==> src/rtl/branch_resolve.sv <==
// rtl/branch_resolve.sv - queue of outstanding branch predictions checked against execute resolutions
// Raises a one-cycle redirect on mispredict and flushes the wrong-path queue.
module branch_resolve #(
    parameter int depth      = 4,
    parameter int word_width = 32
) (
    input  logic                       clk,
    input  logic                       rst_n,
    input  logic                       pred_valid,
    input  logic                       pred_taken,
    input  logic [word_width-1:0]      pred_target,
    input  logic [word_width-1:0]      pred_fallthrough,
    output logic                       pred_ready,
    input  logic                       res_valid,
    input  logic                       res_taken,
    input  logic [word_width-1:0]      res_target,
    output logic                       handling_pred,
    output logic                       branch_taken,
    output logic                       mispredict,
    output logic [word_width-1:0]      redirect_addr,
    output logic                       res_error,
    output logic [$clog2(depth):0]     occupancy,
    output logic [15:0]                resolved_cnt,
    output logic [15:0]                mispred_cnt
);

    localparam int aw = $clog2(depth);
    localparam int ow = aw + 1;

    typedef enum logic {RUN, FLUSH} state_t;

    state_t                state, state_next;
    logic [aw-1:0]         wr_ptr, rd_ptr;
    logic                  q_taken    [depth];
    logic [word_width-1:0] q_target   [depth];
    logic [word_width-1:0] q_fall     [depth];

    logic                  run;
    logic                  do_push, do_pop, is_mis, flush;
    logic                  head_taken;
    logic [word_width-1:0] head_target, head_fall;

    always_comb begin
        run         = (state == RUN);
        pred_ready  = run && (occupancy != ow'(depth));
        do_push     = pred_valid && pred_ready;
        do_pop      = run && res_valid && (occupancy != '0);
        head_taken  = q_taken[rd_ptr];
        head_target = q_target[rd_ptr];
        head_fall   = q_fall[rd_ptr];
        // a correctly predicted not-taken branch never looks at the fallthrough
        is_mis      = (head_taken != res_taken) ||
                      (head_taken && res_taken && (head_target != res_target));
        flush       = do_pop && is_mis;
        state_next  = state;
        case (state)
            RUN:     if (flush) state_next = FLUSH;
            FLUSH:   state_next = RUN;
            default: state_next = RUN;
        endcase
    end

    // Entry storage carries no reset; pointers and occupancy alone define validity.
    always_ff @(posedge clk) begin
        if (do_push && !flush) begin
            q_taken[wr_ptr]  <= pred_taken;
            q_target[wr_ptr] <= pred_target;
            q_fall[wr_ptr]   <= pred_fallthrough;
        end
    end

    always_ff @(posedge clk or negedge rst_n) begin
        if (!rst_n) begin
            state         <= RUN;
            wr_ptr        <= '0;
            rd_ptr        <= '0;
            occupancy     <= '0;
            resolved_cnt  <= '0;
            mispred_cnt   <= '0;
            handling_pred <= 1'b0;
            branch_taken  <= 1'b0;
            mispredict    <= 1'b0;
            res_error     <= 1'b0;
            redirect_addr <= '0;
        end else begin
            state         <= state_next;
            handling_pred <= do_pop;
            branch_taken  <= do_pop && res_taken;
            mispredict    <= flush;
            res_error     <= run && res_valid && (occupancy == '0);
            if (flush)
                redirect_addr <= res_taken ? res_target : head_fall;

            if (flush) begin
                wr_ptr    <= '0;
                rd_ptr    <= '0;
                occupancy <= '0;
            end else begin
                if (do_push) wr_ptr <= wr_ptr + aw'(1);
                if (do_pop)  rd_ptr <= rd_ptr + aw'(1);
                case ({do_push, do_pop})
                    2'b10:   occupancy <= occupancy + ow'(1);
                    2'b01:   occupancy <= occupancy - ow'(1);
                    default: occupancy <= occupancy;
                endcase
            end

            if (do_pop && (resolved_cnt != 16'hFFFF))
                resolved_cnt <= resolved_cnt + 16'd1;
            if (flush && (mispred_cnt != 16'hFFFF))
                mispred_cnt <= mispred_cnt + 16'd1;
        end
    end

endmodule
==> config.mk <==
export PLATFORM = sky130hd
export DESIGN_NAME = branch_resolve
export DESIGN_NICKNAME = d
export VERILOG_FILES = /design/src/rtl/branch_resolve.sv
export SDC_FILE = /design/constraint.sdc
export NUM_CORES = 1
export LEC_CHECK = 0
export ABC_AREA = 1
export CORE_ASPECT_RATIO = 2
export CORE_UTILIZATION = 45
export DETAILED_ROUTE_END_ITERATION = 8
export PLACE_DENSITY = 0.72
export SLEW_MARGIN = 20
export SYNTH_ARGS = -nofsm -noshare
export SYNTH_HDL_FRONTEND = slang
export SYNTH_SLANG_ARGS = --single-unit
==> constraint.sdc <==
create_clock -name clk -period 7.6 [get_ports clk]
set_input_delay 1.52 -clock clk [delete_from_list [all_inputs] [get_ports clk]]
set_output_delay 1.52 -clock clk [all_outputs]
set_load 0.005 [all_outputs]
Yosys cells after proc, flatten, opt, wreduce, memory -nomap -nowiden
Memory sizes are Yosys's and may differ from the RTL's.
Index checks and enable logic that the tools add are counted.
{ "totals": {"register_bits": 76, "mem_bits_rw": 260, "in_bits": 102, "out_inout_bits": 72, "elab_cells": 58, "n_memories": 3} }
{ "mem_list": {"columns": ["name", "words", "width", "rd", "rd_ports_with_merged_regs", "write_ports", "line_no", "text"], "rows": [
  ["q_fall", 4, 32, 1, 0, 1, "36", "logic [word_width-1:0] q_fall [depth];"],
  ["q_target", 4, 32, 1, 0, 1, "35", "logic [word_width-1:0] q_target [depth];"],
  ["q_taken", 4, 1, 1, 0, 1, "34", "logic q_taken [depth];"]
]} }
{ "classes": {"n_addsub": 6, "n_eq_ne": 7, "muxes": 11, "n_bitwise": 1, "n_reduce_logical": 19} }
{ "ops": {"columns": ["operator", "count"], "rows": [
  ["$add A16 B1 Y16 const B", 2],
  ["$mux W32", 1],
  ["$ne A16 B16 Y1 const B", 2],
  ["$ne A32 B32 Y1", 1],
  ["$logic_and A1 B1 Y1", 12],
  ["$mux W2", 4],
  ["$pmux W3 S2", 1],
  ["$reduce_bool A3 Y1", 2],
  ["$add A2 B1 Y2 const B", 2],
  ["$reduce_bool A2 Y1", 2],
  ["$add A3 B1 Y3 const B", 1],
  ["$logic_not A3 Y1", 1],
  ["$mux W1", 3],
  ["$mux W3", 1],
  ["$ne A3 B3 Y1 const B", 1],
  ["$sub A3 B1 Y3 const B", 1],
  ["$eq A2 B1 Y1 const B", 1],
  ["$eq A2 B2 Y1 const B", 1],
  ["$pmux W1 S2", 1],
  ["$logic_not A1 Y1", 1],
  ["$logic_or A1 B1 Y1", 1],
  ["$ne A1 B1 Y1", 1],
  ["$not A1 Y1", 1]
]} }

Logic depth before layout (Yosys ltp)
An unclocked memory read counts as a cell.
{ "depth": {"word_depth": 9, "mapped_depth": 20, "mapped_depth_nobuf": 18} }

Worst setup path after synthesis
OpenSTA, ideal clock, no wires.
{ "synth_path": {"kind": "in2reg", "start": "in res_target[27]", "end": "mem q_fall[0][0], enable pin", "setup_ps": 488, "t_arrival_ps": 5187, "required_ps": 7112, "setup_slack_ps": 1924, "cell_stages": 15, "n_path_buf": 1, "cell_sequence": "inv_1 -> nand3_1 -> nand2_1 -> inv_1 -> nand2_1 -> nor2_1 -> nand2_1 -> nor2_1 -> nand2_1 -> nand2_2 -> nand2_4 -> nand2_4 -> buf_6 -> nand2_2 -> nor2_1"} }
{ "synth_between": {"elab_chain_cells": 8} }
{ "synth_rtl": {"columns": ["element", "line_no", "text"], "rows": [
  ["start: declaration", "16", "input logic [word_width-1:0] res_target,"],
  ["$ne A32 B32 Y1", "53", "(head_taken && res_taken && (head_target != res_target));"],
  ["$logic_and A1 B1 Y1", "53", null],
  ["$logic_or A1 B1 Y1", "52", "is_mis = (head_taken != res_taken) ||"],
  ["$logic_and A1 B1 Y1", "54", "flush = do_pop && is_mis;"],
  ["$logic_not A1 Y1", "65", "if (do_push && !flush) begin"],
  ["$logic_and A1 B1 Y1", "65", null],
  ["$mux W1", "65", null],
  ["$mux W1 (implied by the code)", "68", "q_fall[wr_ptr] <= pred_fallthrough;"],
  ["end: declaration", "36", null]
]} }
Every way passes these cells.

Worst setup path in the final report
{ "layout_path": {"start": "reg rd_ptr[0]", "end": "mem q_target[2][3], enable pin"} }
{ "layout_between": {"elab_chain_cells": 9, "word_cells_on_any_way": 12, "classes_between": "eq/ne: 2; mux: 2; reduce/logical: 6; memory: 2"} }
{ "layout_rtl": {"columns": ["element", "line_no", "text"], "rows": [
  ["start: declaration", "33", "logic [aw-1:0] wr_ptr, rd_ptr;"],
  ["start signal: assignment", "100", "if (do_pop) rd_ptr <= rd_ptr + aw'(1);"],
  ["$mem_v2 Z4 W32 / $mem_v2 Z4 W1 (equally long branches)", null, null],
  ["$ne A32 B32 Y1 / $logic_and A1 B1 Y1 (equally long branches)", "53", null],
  ["$logic_and A1 B1 Y1", "53", null],
  ["$logic_or A1 B1 Y1 (*)", "52", null],
  ["$logic_and A1 B1 Y1 (*)", "54", null],
  ["$logic_not A1 Y1 (*)", "65", null],
  ["$logic_and A1 B1 Y1 (*)", "65", null],
  ["$mux W1 (*)", "65", null],
  ["$mux W1 (implied by the code) (*)", "67", "q_target[wr_ptr] <= pred_target;"],
  ["end: declaration", "35", null]
]} }
Every way passes the cells marked *; elsewhere a longest branch is shown, timed or not.

==> implementation parameters <==
Parameter                              Value

Timing
  Worst relative slew slack ... 43.0%
  Setup violators final ... 0
  Worst clock skew ... 0.00883 ns
  Transition time of the tightest slew-check pin ... 0.853 ns
  Final number of max-transition violations ... 0
  Number of hold violations in the final report ... 0
  Total Neg Setup Slack ... 0 ns
  Top achievable clock speed ... 186 MHz
  Final period demand of the worst path ... 5.39 ns
  Post-route clock period utilization ... 70.9%
  Setup repair after global routing missed its margin ... no

Detailed routing
  Remaining antenna violation count after routing ... 0
  Drt via density ... 5.39
  Final Routed Wirelength ... 36.3 mm
  Via total after detailed routing ... 10200
  # DRC ... 0
  Wire per inst ... 19.2 um
  Detailed Route Iter0 Violations ... 683
  Pre-antenna DRT Iters ... 6

Setup path
  Most common cell on crit path ... nand2_1
  Maximum fanout along the worst path ... 69
  Bufs and invs on worst path ... 3
  Worst path required time ... 7.83 ns
  Arrival time reported for the critical path endpoint ... 5.62 ns
  Startpoint types ... flop
  R2R Path Start ... rd_ptr[0]
  Class of the most critical setup path ... reg -> reg
  CP Cell Sequence ... clkinv_2 -> buf_4 -> nand2_1 -> nand3_1 -> nand2_1 -> nand2_1 -> nand2_1 -> nand2_1 -> nor2_1 -> nand2_1 -> nor2_1 -> nand2_1 -> nand2_2 -> nand2_4 -> nand2_4 -> nand2_2 -> nor2_4 -> buf_12
  Gate family responsible for the most delay along the worst path ... simple AND/OR/NAND/NOR gates
  Crit path max-delay cell type ... dfrtp_4
  Launch point of the critical path ... rd_ptr[0]
  Type of element capturing the critical path ... flop
  Longest individual stage delay on the worst path ... 0.93 ns

Global route
  Overflow left after global routing ... 0
  Grt peak-use layer ... met2
  Maximum number of pins on one net before global-route repair ... 77
  Vias in the first global route ... 10300
  Antenna violations before repair ... 0
  Global-route total usage across every layer ... 22.7%
  GR Util met1 ... 25.2%
  Met2 track demand over resource ... 41.7%
  Met3 Track Usage GR ... 2.57%
  First-pass GRT wire length ... 55.6 mm

Pwr
  Switching pwr ... 2180 uW
  Static Leakage ... 0.00675 uW
  Sequential fraction of design power ... 41.9%
  Pwr dens ... 359 nW/um^2
  Pint ... 4050 uW
  Combinational cell fraction of total power ... 33.0%
  Peak supply drop ... 0.250 mV
  Switching Share ... 35.0%
  Share of power burned in the clock network ... 25.1%

Floorplanning
  I/O pin total ... 174
  Initial standard-cell utilization of the core ... 46.0%
  Total Die Area ... 32400 um^2
  Row cnt ... 91
  Core Area ... 31000 um^2
  Die width ... 128 um
  Vert. Die Dim ... 254 um

Clocking
  Latest clock arrival within the worst-skew pair ... 0.56 ns
  Clk root buf ... clkbuf_16
  Number of gates given a new drive strength after cts ... 0
  TritonCTS clock tree ... done
  Number of post-CTS setup repair buffers ... 0
  H-tree Lvls ... 1
  Total clock sinks ... 336
  Clock buffer depth ... 3
  TritonCTS buffer count ... 29
  Clock-pin slew on the worst setup and hold paths ... 0.07 ns
  Post-CTS Hold Buffers ... 0

Synth
  Unique masters post-synth ... 36
  Synthesis warning total ... 0
  Share of synthesized area spent on multiplexers ... 0%
  Simple-gate area share of the yosys netlist ... 18.9%
  Gate count after technology mapping ... 1293
  Async set-or-reset flop fraction in the synthesized netlist ... 22.6%
  Top area cells in the synthesized netlist ... edfxtp_1, dfrtp_1, nand2_1
  Combinational family with the most area after synthesis ... simple AND/OR/NAND/NOR gates
  Synthesized area divided by synthesized cell count ... 11.0 um^2
  Area of the mapped netlist ... 14300 um^2
  Area share of xor/xnor cells in the synthesized design ... 1.97%
  Post-Synthesis Net Count ... 1403
  Top cell type by total area after synthesis ... edfxtp_1
  Share of synthesized area occupied by flip-flops and latches ... 68.1%
  Flip-flop cell with the highest count after synthesis ... edfxtp_1
  Register bit count reported by yosys ... 336
  Adder-cell share of the synthesized area ... 0.755%
  Post-synth EDFFs ... 260
  Synth Area in Compound Gates ... 5.91%
  Fraction of synthesized cell area taken by the top area cell type ... 54.8%

Run
  Max-capacitance violation count ... 0

Finish
  Leading cell types in the layout, fill and taps excluded ... nand2_1, edfxtp_1, clkdlybuf4s50_1
  Antenna cells ... 0
  Number of nets in the layout ... 1559
  Fillers ... 2637
  Fin area ... 17400 um^2
  Area overhead of the layout relative to synthesis ... 21.9%
  Leading cell type in the layout, fill and taps excluded ... nand2_1
  Proportion of layout cells with a drive suffix above 1 ... 5.44%

Placed design
  Post-placement cell area ... 16400 um^2
  Post-DP HPWL ... 24.5 mm
  Quantity of I/O buffers inserted on ports ... 173
  Weighted congestion reported at the end of routability-driven placement ... 0.844

Min path
  Min-delay worst type ... reg -> reg
  Hold wc startpoint ... redirect_addr[16]

Run status
  Result of the run ... complete, no violations
power by group through the flow:
stage               Clock [uW]  Sequential [uW]  Combinational [uW]
floorplan                    0             2590                1330
global placement             0             2630                2010
detailed placement           0             2640                2060
CTS                       1580             2610                2080
global route              1650             2640                2280
finish                    1560             2610                2060
per-layer routing:
layer	vias up	routed length, um
met5	-	0
met4	0	1830
met3	81	2110
met2	440	19300
met1	4906	13000
li1	4756	-
worst min-delay path, delay by kind of cell (launching register included):
family,cells,cell delay (ns)
and+or+nand+nor,2,0.10
DFF,1,0.34
kinds of logic (layout without fill, tap and decap cells):
family | after synthesis | in the layout
flip-flops | 336 | 336
AND/OR/NAND/NOR | 656 | 656
XOR/XNOR | 32 | 32
adder cells (fa/ha/maj) | 8 | 8
buffers and inverters | 141 | 319
AO/OA/AOI/OAI | 120 | 120
cell type report:
class	count	area, um^2	area share [%]
flip-flops and latches	336	9710	55.9
multi-input cells	816	3960	22.8
repair buffers	188	1880	10.8
clock buffers	31	733	4.22
well taps	418	523	3.01
inverters	78	294	1.69
clock inverters	22	273	1.57
synthesized netlist by cell type, drive strengths merged, types with 6 or more instances:
| cell type | instances |
|---|---|
| o21ai | 24 |
| nand2 | 479 |
| xor2 | 24 |
| nand3b | 8 |
| o2111ai | 26 |
| dfrtp | 76 |
| edfxtp | 260 |
| nand3 | 121 |
| nor2 | 36 |
| clkbuf | 25 |
| a32o | 6 |
| xnor2 | 8 |
| ha | 7 |
| buf | 38 |
| a32oi | 26 |
| inv | 78 |
| a21oi | 32 |
per-stage QoR:
step | setup WS, ns | power (uW) | instances | hold WS, ns | utilization (%)
after global placement | 2.25 | 4640 | 1836 | 0.463 | 52.8
after detailed placement | 2.18 | 4710 | 1836 | 0.466 | 52.8
after CTS | 2.16 | 6270 | 1889 | 0.484 | 56.1
after global routing | 1.80 | 6580 | 1889 | 0.506 | 56.1
after floorplan | 1.92 | 3920 | 1293 | 0.472 | -
final | 2.21 | 6230 | 1889 | 0.477 | 56.1
registers in the layout, indices dropped and copies added, names as in the netlist:
name,cells
res_error,1
q_target,128
q_taken,4
mispredict,1
mispred_cnt,16
handling_pred,1
branch_taken,1
state,1
occupancy,3
rd_ptr,2
redirect_addr,32
q_fall,128
resolved_cnt,16
wr_ptr,2
worst paths after layout:
| kind | cells past startpoint | endpoint | slack [ns] |
|---|---|---|---|
| worst min register to register | 2 | redirect_addr[16] | 0.48 |
| worst max register to register | 18 | q_target[2][3] | 2.21 |
| worst max-delay path | 18 | q_target[2][3] | 2.21 |
| max in group asynchronous | 1 | rd_ptr[0] | 6.06 |
| min in group asynchronous | 1 | mispred_cnt[11] | 0.98 |
| worst min-delay path | 2 | redirect_addr[16] | 0.48 |
No activity file was read; power rests on OpenSTA's default activity.
